==> src/rtl/muldiv_stall_ctrl.sv <==
// rtl/muldiv_stall_ctrl.sv - iterative RV32M multiply/divide sequencer with pipeline stall control
module muldiv_stall_ctrl #(
    parameter int XLEN = 32
) (
    input  logic            clk,
    input  logic            rst,
    input  logic            mdu_en_EX,
    input  logic [2:0]      funct3_EX,
    input  logic [XLEN-1:0] rs1_val_EX,
    input  logic [XLEN-1:0] rs2_val_EX,
    input  logic [4:0]      rd_EX,
    input  logic            flush_EX,
    output logic            stall_mdu,
    output logic            result_valid,
    output logic [XLEN-1:0] result_out,
    output logic [4:0]      rd_out,
    output logic            busy
);
    localparam int CW = $clog2(XLEN);

    typedef enum logic [1:0] {
        S_IDLE,
        S_BUSY,
        S_DONE
    } state_t;

    state_t            state_q, state_d;
    logic [CW-1:0]     cnt_q, cnt_d;
    logic [XLEN-1:0]   op_q, op_d;
    logic [2*XLEN-1:0] acc_q, acc_d;
    logic [2:0]        f3_q, f3_d;
    logic [4:0]        rd_q, rd_d;
    logic              neg_q, neg_d;
    logic              spec_q, spec_d;
    logic [XLEN-1:0]   res_q, res_d;

    logic              launch;
    logic              signed_a, signed_b, a_neg, b_neg;
    logic [XLEN-1:0]   mag_a, mag_b;
    logic              div_zero, div_ovf;
    logic [XLEN-1:0]   spec_val;
    logic [XLEN-1:0]   addend;
    logic [XLEN:0]     mul_sum;
    logic [2*XLEN-1:0] mul_next;
    logic [XLEN:0]     rem_sh, diff;
    logic [2*XLEN-1:0] div_next;
    logic [2*XLEN-1:0] prod;
    logic [XLEN-1:0]   mul_res, div_raw, div_res, final_res;

    assign launch = (state_q == S_IDLE) && mdu_en_EX && !flush_EX;

    // Launch-time operand conditioning: magnitudes, result sign and special cases
    always_comb begin
        signed_a = (funct3_EX == 3'b001) || (funct3_EX == 3'b010) || (funct3_EX[2] && !funct3_EX[0]);
        signed_b = (funct3_EX == 3'b001) || (funct3_EX[2] && !funct3_EX[0]);
        a_neg    = signed_a && rs1_val_EX[XLEN-1];
        b_neg    = signed_b && rs2_val_EX[XLEN-1];
        mag_a    = a_neg ? -rs1_val_EX : rs1_val_EX;
        mag_b    = b_neg ? -rs2_val_EX : rs2_val_EX;
        div_zero = funct3_EX[2] && (rs2_val_EX == {XLEN{1'b0}});
        div_ovf  = funct3_EX[2] && !funct3_EX[0]
                   && (rs1_val_EX == {1'b1, {(XLEN-1){1'b0}}})
                   && (rs2_val_EX == {XLEN{1'b1}});
        if (div_zero) begin
            spec_val = funct3_EX[1] ? rs1_val_EX : {XLEN{1'b1}};
        end else begin
            spec_val = funct3_EX[1] ? {XLEN{1'b0}} : {1'b1, {(XLEN-1){1'b0}}};
        end
    end

    // One iteration step: shift-add multiply or restoring divide on acc_q
    always_comb begin
        addend   = acc_q[0] ? op_q : {XLEN{1'b0}};
        mul_sum  = {1'b0, acc_q[2*XLEN-1:XLEN]} + {1'b0, addend};
        mul_next = {mul_sum, acc_q[XLEN-1:1]};
        rem_sh   = acc_q[2*XLEN-1:XLEN-1];
        diff     = rem_sh - {1'b0, op_q};
        if (diff[XLEN]) begin
            div_next = {rem_sh[XLEN-1:0], acc_q[XLEN-2:0], 1'b0};
        end else begin
            div_next = {diff[XLEN-1:0], acc_q[XLEN-2:0], 1'b1};
        end
    end

    always_comb begin
        prod      = neg_q ? -acc_q : acc_q;
        mul_res   = (f3_q[1:0] == 2'b00) ? prod[XLEN-1:0] : prod[2*XLEN-1:XLEN];
        div_raw   = f3_q[1] ? acc_q[2*XLEN-1:XLEN] : acc_q[XLEN-1:0];
        div_res   = neg_q ? -div_raw : div_raw;
        final_res = spec_q ? acc_q[XLEN-1:0] : (f3_q[2] ? div_res : mul_res);
    end

    always_comb begin
        state_d = state_q;
        cnt_d   = cnt_q;
        op_d    = op_q;
        acc_d   = acc_q;
        f3_d    = f3_q;
        rd_d    = rd_q;
        neg_d   = neg_q;
        spec_d  = spec_q;
        res_d   = res_q;
        case (state_q)
            S_IDLE: begin
                if (launch) begin
                    f3_d  = funct3_EX;
                    rd_d  = rd_EX;
                    neg_d = (funct3_EX[2] && funct3_EX[1]) ? a_neg : (a_neg ^ b_neg);
                    if (div_zero || div_ovf) begin
                        spec_d  = 1'b1;
                        acc_d   = {{XLEN{1'b0}}, spec_val};
                        state_d = S_DONE;
                    end else begin
                        spec_d  = 1'b0;
                        op_d    = funct3_EX[2] ? mag_b : mag_a;
                        acc_d   = {{XLEN{1'b0}}, (funct3_EX[2] ? mag_a : mag_b)};
                        cnt_d   = CW'(XLEN-1);
                        state_d = S_BUSY;
                    end
                end
            end
            S_BUSY: begin
                if (flush_EX) begin
                    state_d = S_IDLE;
                end else begin
                    acc_d = f3_q[2] ? div_next : mul_next;
                    if (cnt_q == {CW{1'b0}}) begin
                        state_d = S_DONE;
                    end else begin
                        cnt_d = cnt_q - CW'(1);
                    end
                end
            end
            S_DONE: begin
                // The EX op is still present here, so mdu_en_EX must not relaunch it
                res_d   = final_res;
                state_d = S_IDLE;
            end
            default: state_d = S_IDLE;
        endcase
    end

    always_ff @(posedge clk) begin
        if (rst) begin
            state_q <= S_IDLE;
            cnt_q   <= '0;
            op_q    <= '0;
            acc_q   <= '0;
            f3_q    <= '0;
            rd_q    <= '0;
            neg_q   <= 1'b0;
            spec_q  <= 1'b0;
            res_q   <= '0;
        end else begin
            state_q <= state_d;
            cnt_q   <= cnt_d;
            op_q    <= op_d;
            acc_q   <= acc_d;
            f3_q    <= f3_d;
            rd_q    <= rd_d;
            neg_q   <= neg_d;
            spec_q  <= spec_d;
            res_q   <= res_d;
        end
    end

    assign stall_mdu    = launch || ((state_q == S_BUSY) && !flush_EX);
    assign busy         = (state_q == S_BUSY);
    assign result_valid = (state_q == S_DONE);
    assign result_out   = (state_q == S_DONE) ? final_res : res_q;
    assign rd_out       = rd_q;

endmodule

==> config.mk <==
export PLATFORM = sky130hd
export DESIGN_NAME = muldiv_stall_ctrl
export DESIGN_NICKNAME = d
export VERILOG_FILES = /design/src/rtl/muldiv_stall_ctrl.sv
export SDC_FILE = /design/constraint.sdc
export NUM_CORES = 1
export LEC_CHECK = 0
export CAP_MARGIN = 20
export CORE_UTILIZATION = 65
export CTS_BUF_LIST = sky130_fd_sc_hd__clkbuf_8
export DETAILED_ROUTE_END_ITERATION = 8
export DONT_BUFFER_PORTS = 1
export MAX_ROUTING_LAYER = met4
export PLACE_DENSITY_LB_ADDON = 0.1
export REMOVE_ABC_BUFFERS = 1
export SYNTH_ARGS = -nofsm -noshare
export SYNTH_HDL_FRONTEND = slang
export SYNTH_SLANG_ARGS = --single-unit
==> constraint.sdc <==
create_clock -name clk -period 5.2 [get_ports clk]
set_input_delay 0.78 -clock clk [delete_from_list [all_inputs] [get_ports clk]]
set_output_delay 0.78 -clock clk [all_outputs]
set_load 0.03 [all_outputs]
==> flow_summary.json, run 1 <==
{
  "grt_pass1_vias": 17495,
  "regToRegStartpoint": "acc_q[0]",
  "path_class": "flip-flop to output port",
  "ys_seq_area_frac": 0.176,
  "final_util": 0.693,
  "grt_max_degree": 102,
  "cts_buffers": 17,
  "drc": 0,
  "clock_latency_ns": 0.48,
  "core_area_sq_um": 24600,
  "synth.ff_latch_count": 145,
  "hp-class": "input pin to flip-flop",
  "rows": 57,
  "cp.required_ns": 4.42,
  "yosys_warnings": 0,
  "place_ws_ns": 0.788,
  "endpoint_kind": "output port",
  "hp-start": "rst",
  "power.density_nw_per_um2": 214,
  "synth_top_area_share": 0.176,
  "synth_top_cell_by_area": "dfxtp_1",
  "slew-limit-headroom": 0.312,
  "wl_per_cell_um": 25.1,
  "nets": 2409,
  "whs_ns": 0.349,
  "setup_viol": 0,
  "async_flop_share": 0,
  "max_freq_ghz": 0.199,
  "period_needed_ns": 5.01,
  "htreeDepth": 4,
  "ff2ff_setup_slack_ns": 1.02,
  "status": "completed",
  "overflow": 0,
  "layout_common_cells": "nand2_1 (245), a21oi_1 (216), nor2_1 (213), o21ai_0 (187), dfxtp_1 (142)",
  "portBuffers": 0,
  "dieArea_sq_um": 26000,
  "gp_congestion": 1.10,
  "synthTopCellsByArea": "dfxtp_1 (18%), a21oi_1 (6.5%), xnor2_1 (6.2%)",
  "grt_usage": 0.503,
  "drtPass1Iterations": 7,
  "final_max_slew_viol_count": 0,
  "rsz0062_at_grt": "false",
  "initial_utilization": 0.671,
  "cts_buffer_depth": 2,
  "cp-start-kind": "flip-flop",
  "final_common_cell": "nand2_1",
  "die_h_um": 161,
  "hold_viol_final": 0,
  "maxCapViolations": 0,
  "p_leak_nw": 6.52,
  "min_period_over_period": 0.964,
  "tns_ns": 0,
  "vdd_drop_max_mv": 0.198,
  "cts-root-buf": "clkbuf_8",
  "synth_area_per_cell_sq_um": 6.95,
  "antenna_left": 0,
  "antenna_found_initial": 1,
  "dr.first_iter.drc_count": 2696,
  "area_growth_pct": 3.20,
  "tightestPinTransition_ns": 1.03,
  "wirelength_um": 65300,
  "clkSlewWorstSetupHoldPaths_ns": 0.11,
  "vias_per_cell": 7.34,
  "die_w_um": 161,
  "syn-instance-count": 2375,
  "synth_edf_count": 0,
  "ys.flop_type": "dfxtp_1",
  "grt_pass1_wl_um": 98800,
  "critPathMaxFanout": 7,
  "final.setup_skew_ns": 0.0249,
  "worst_slack_ns": 0.186,
  "dp_hpwl_um": 48700,
  "vias": 19081,
  "synth_area_sq_um": 16500,
  "r2r_end": "acc_q[63]",
  "crit_arrival_ns": 4.23,
  "ios": 116,
  "ys_types": 88,
  "whs_endpoint": "cnt_q[3]",
  "reg2regPathDepth": 13,
  "clock_sinks": 145,
  "cts_tree": "built",
  "drive_above_1_share": 0.0761,
  "whs_path_depth": 1
}
-- routing by layer --
layer  share of wire  routed length (um)  track usage  up-vias
met5               0                   0            -        -
met2            0.41               26900        0.726     1602
met4           0.063                4110        0.263        0
met3            0.14                9380        0.150      350
met1            0.38               24900        0.628     8687
li1                -                   -            -     8442
-- state kept, by name, summed over array words and instances, names as in the netlist --
register  count
acc_q        64
op_q         32
res_q        32
cnt_q         5
rd_out        5
f3_q          3
state_q       2
neg_q         1
spec_q        1
-- what timing repair did --
action	4_1_cts	5_1_grt
setup endpoints to repair	0	1
buffers inserted	0	1
gates resized for setup	0	0
hold buffers	0	0
-- worst max-delay path by stage --
stage,startpoint,end,slack [ns]
after floorplan,f3_q[1],result_out[5],-0.15
after global placement,acc_q[37],result_out[19],0.85
after detailed placement,acc_q[11],result_out[28],0.79
after CTS,acc_q[11],result_out[28],0.28
after global routing,acc_q[11],result_out[28],0.04
final,acc_q[37],result_out[19],0.19
-- power by group --
group | leakage (nW) | internal (mW) | switching, mW | total (mW)
Sequential | 1.18 | 1.16 | 0.107 | 1.27
Combinational | 5.14 | 0.517 | 0.902 | 1.42
Clock | 0.204 | 0.402 | 0.564 | 0.966
-- kinds of logic (layout without fill, tap and decap cells) --
group                    Yosys count  in the layout  share of synthesized area
AND/OR/NAND/NOR                  824            824                      0.244
AO/OA/AOI/OAI                    789            789                      0.308
buffers and inverters            291            189                     0.0755
XOR/XNOR                         178            178                     0.0944
flip-flops                       145            145                      0.176
multiplexers                      75             75                     0.0462
adder cells (fa/ha/maj)           73             73                     0.0562
other                              0              1                          0
-- per-stage QoR --
step                area [sq um]  total power [mW]  instances
finish                     17000              3.65       2598
floorplan                  15600              2.20       2164
global placement           16600              2.61       2562
detailed placement         16600              2.63       2562
CTS                        17000              3.56       2594
global route               17000              3.77       2598
-- Yosys cell counts (all sizes together) (37+ instances only) --
| library cell | number |
|---|---|
| clkbuf | 175 |
| mux2i | 65 |
| o211ai | 54 |
| inv | 78 |
| a21oi | 216 |
| nor3 | 70 |
| nor2 | 216 |
| nand3 | 51 |
| a211oi | 41 |
| dfxtp | 145 |
| ha | 71 |
| o21ai | 190 |
| xnor2 | 117 |
| xor2 | 61 |
| o31ai | 40 |
| a21o | 37 |
| nand2 | 245 |
-- critical path: stages, from the launching register on --
cell and delay (ns):
dfxtp_1 0.32, nor4_1 0.69, nand3_1 0.37, or4_1 0.67, or2_2 0.37, o311a_1 0.34
o211ai_1 0.19, a32oi_1 0.17, o211ai_1 0.64
-- cell type report --
type / instances / area [sq um]
Timing Repair Buffer: 77 / 616
Inverter: 80 / 300
Clock buffer: 17 / 234
Clock inverter: 15 / 164
Antenna cell: 1 / 2.50
Sequential cell: 145 / 2910
Fill cell: 2156 / 7560
Tap cell: 324 / 405
Multi-Input combinational cell: 1939 / 12400
Note: power is estimated with default switching activity, not from simulation.
==> run 2: changes to the inputs <==
- CORE_ASPECT_RATIO: unset -> 1.2
- SKIP_CTS_REPAIR_TIMING: unset -> 1
- SLEW_MARGIN: unset -> 20
==> run 2 against run 1 <==
- setup slack worse by 0.098 ns
- clock power is 2.5% lower
- sequential cell count unchanged
- fmax shrank 1.9%
==> flow_summary.json, run 2 (same netlist as run 1, synthesis figures left out) <==
{
  "final_max_slew_viol_count": 0,
  "n_fill_cell": 2229,
  "final.setup_skew_ns": 0.0178,
  "hold_viol_final": 0,
  "r2r_end": "acc_q[57]",
  "dp_hpwl_um": 49200,
  "cp-start-kind": "flip-flop",
  "cts_tree": "built",
  "dieArea_sq_um": 26000,
  "pwr-share-comb": 0.395,
  "top_register": "acc_q",
  "gp_congestion": 1.08,
  "final_cells": 2603,
  "die_w_um": 147,
  "vias_per_cell": 7.24,
  "dr.first_iter.drc_count": 2534,
  "clock_latency_ns": 0.49,
  "slowest_stage": "a221oi_1",
  "drive_above_1_share": 0.0769,
  "grt_max_degree": 102,
  "drc": 0,
  "power.density_nw_per_um2": 213,
  "p_int_mw": 2.13,
  "max_freq_ghz": 0.196,
  "wirelength_um": 64900,
  "die_h_um": 177,
  "wl_per_cell_um": 24.9,
  "endpoint_kind": "output port",
  "min_period_over_period": 0.983,
  "clock_sinks": 145,
  "status": "completed",
  "initial_utilization": 0.665,
  "rsz0062_at_grt": "false",
  "core_area_sq_um": 24800,
  "grt_usage": 0.504,
  "seqPwrFrac": 0.346,
  "largestRegisters": "acc_q: 64 flops, op_q: 32 flops, res_q: 32 flops",
  "rows": 63,
  "tns_ns": 0,
  "drtPass1Iterations": 8,
  "vias": 18833,
  "switchingPower_mw": 1.50,
  "overflow": 0,
  "period_needed_ns": 5.11,
  "cp_cell_sequence": "or3_2 -> or4_4 -> or3_4 -> or2_2 -> nor4_1 -> o21bai_1 -> xnor2_1 -> a221oi_1 -> nor2_1",
  "whs_endpoint": "res_q[12]",
  "largest_register_ffs": 64,
  "fin_area_sq_um": 17100,
  "reg2regPathDepth": 13,
  "hp-start": "rst",
  "p_leak_nw": 6.54,
  "grt_pass1_wl_um": 98200,
  "portBuffers": 0,
  "cp.required_ns": 4.42,
  "path_class": "flip-flop to output port",
  "regToRegStartpoint": "acc_q[31]",
  "crit_buf_inv": 0,
  "grt_pass1_vias": 17394,
  "dp_cells": 2570,
  "ff2ff_setup_slack_ns": 1.06,
  "clkPwrFrac": 0.259,
  "dpl-instance-area_sq_um": 16700,
  "critPathMaxStageDelay_ns": 0.61,
  "crit_family": "simple AND/OR/NAND/NOR gates",
  "vdd_drop_max_mv": 0.171,
  "layout_common_cells": "nand2_1 (245), a21oi_1 (216), nor2_1 (213), o21ai_0 (187), dfxtp_1 (142)",
  "htreeDepth": 4,
  "final_common_cell": "nand2_1",
  "antenna_found_initial": 1,
  "antenna_left": 0,
  "ios": 116,
  "cts_buffer_depth": 2,
  "hp-class": "input pin to flip-flop",
  "tightestPinTransition_ns": 1.11,
  "nets": 2413,
  "crit_arrival_ns": 4.33,
  "swShare": 0.412,
  "slew-limit-headroom": 0.257,
  "clkSlewWorstSetupHoldPaths_ns": 0.09,
  "cts-root-buf": "clkbuf_8",
  "maxCapViolations": 0,
  "area_growth_pct": 3.36,
  "setup_viol": 0,
  "critPathMaxFanout": 11,
  "whs_path_depth": 1,
  "cts_buffers": 17
}
[run 2: layer usage]
layer	wire, um	share of wire	vias up	global-route usage
li1	-	-	8448	-
met1	23800	0.37	8579	0.581
met2	27800	0.43	1435	0.754
met3	8210	0.13	371	0.144
met4	5140	0.079	0	0.346
met5	0	0	-	-
[run 2: metrics by stage]
step | utilization | setup WS (ns) | hold WS (ns) | power (mW)
floorplan | - | -0.152 | 0.426 | 2.20
global placement | 0.670 | 0.844 | 0.436 | 2.61
detailed placement | 0.671 | 0.758 | 0.443 | 2.64
CTS | 0.687 | 0.232 | 0.341 | 3.56
global route | 0.687 | 0.0485 | 0.346 | 3.76
finish | 0.687 | 0.0874 | 0.351 | 3.63
[run 2: worst max-delay path by stage]
stage | slack [ns] | cells after the start | to | from
global route | 0.05 | 9 | result_out[31] | acc_q[7]
global placement | 0.84 | 10 | result_out[26] | acc_q[0]
floorplan | -0.15 | 6 | result_out[5] | f3_q[1]
CTS | 0.23 | 10 | result_out[26] | acc_q[0]
finish | 0.09 | 9 | result_out[31] | acc_q[7]
detailed placement | 0.76 | 10 | result_out[26] | acc_q[0]
[run 2: power by group through the flow]
| stage | clock network [mW] | logic (mW) | registers (mW) |
|---|---|---|---|
| 2_1_floorplan | 0 | 0.927 | 1.27 |
| 3_3_place_gp | 0 | 1.34 | 1.27 |
| 3_5_place_dp | 0 | 1.36 | 1.28 |
| 4_1_cts | 0.939 | 1.37 | 1.25 |
| 5_1_grt | 0.985 | 1.51 | 1.26 |
| 6_report | 0.942 | 1.43 | 1.26 |
[run 2: cell type report]
type,instances,area (sq um),area share
Antenna cell,1,2.50,0.000147
Clock buffer,19,262,0.0153
Inverter,80,300,0.0176
Sequential cell,145,2910,0.171
Timing Repair Buffer,81,633,0.0371
Tap cell,325,407,0.0238
Clock inverter,13,136,0.00799
Multi-Input combinational cell,1939,12400,0.727
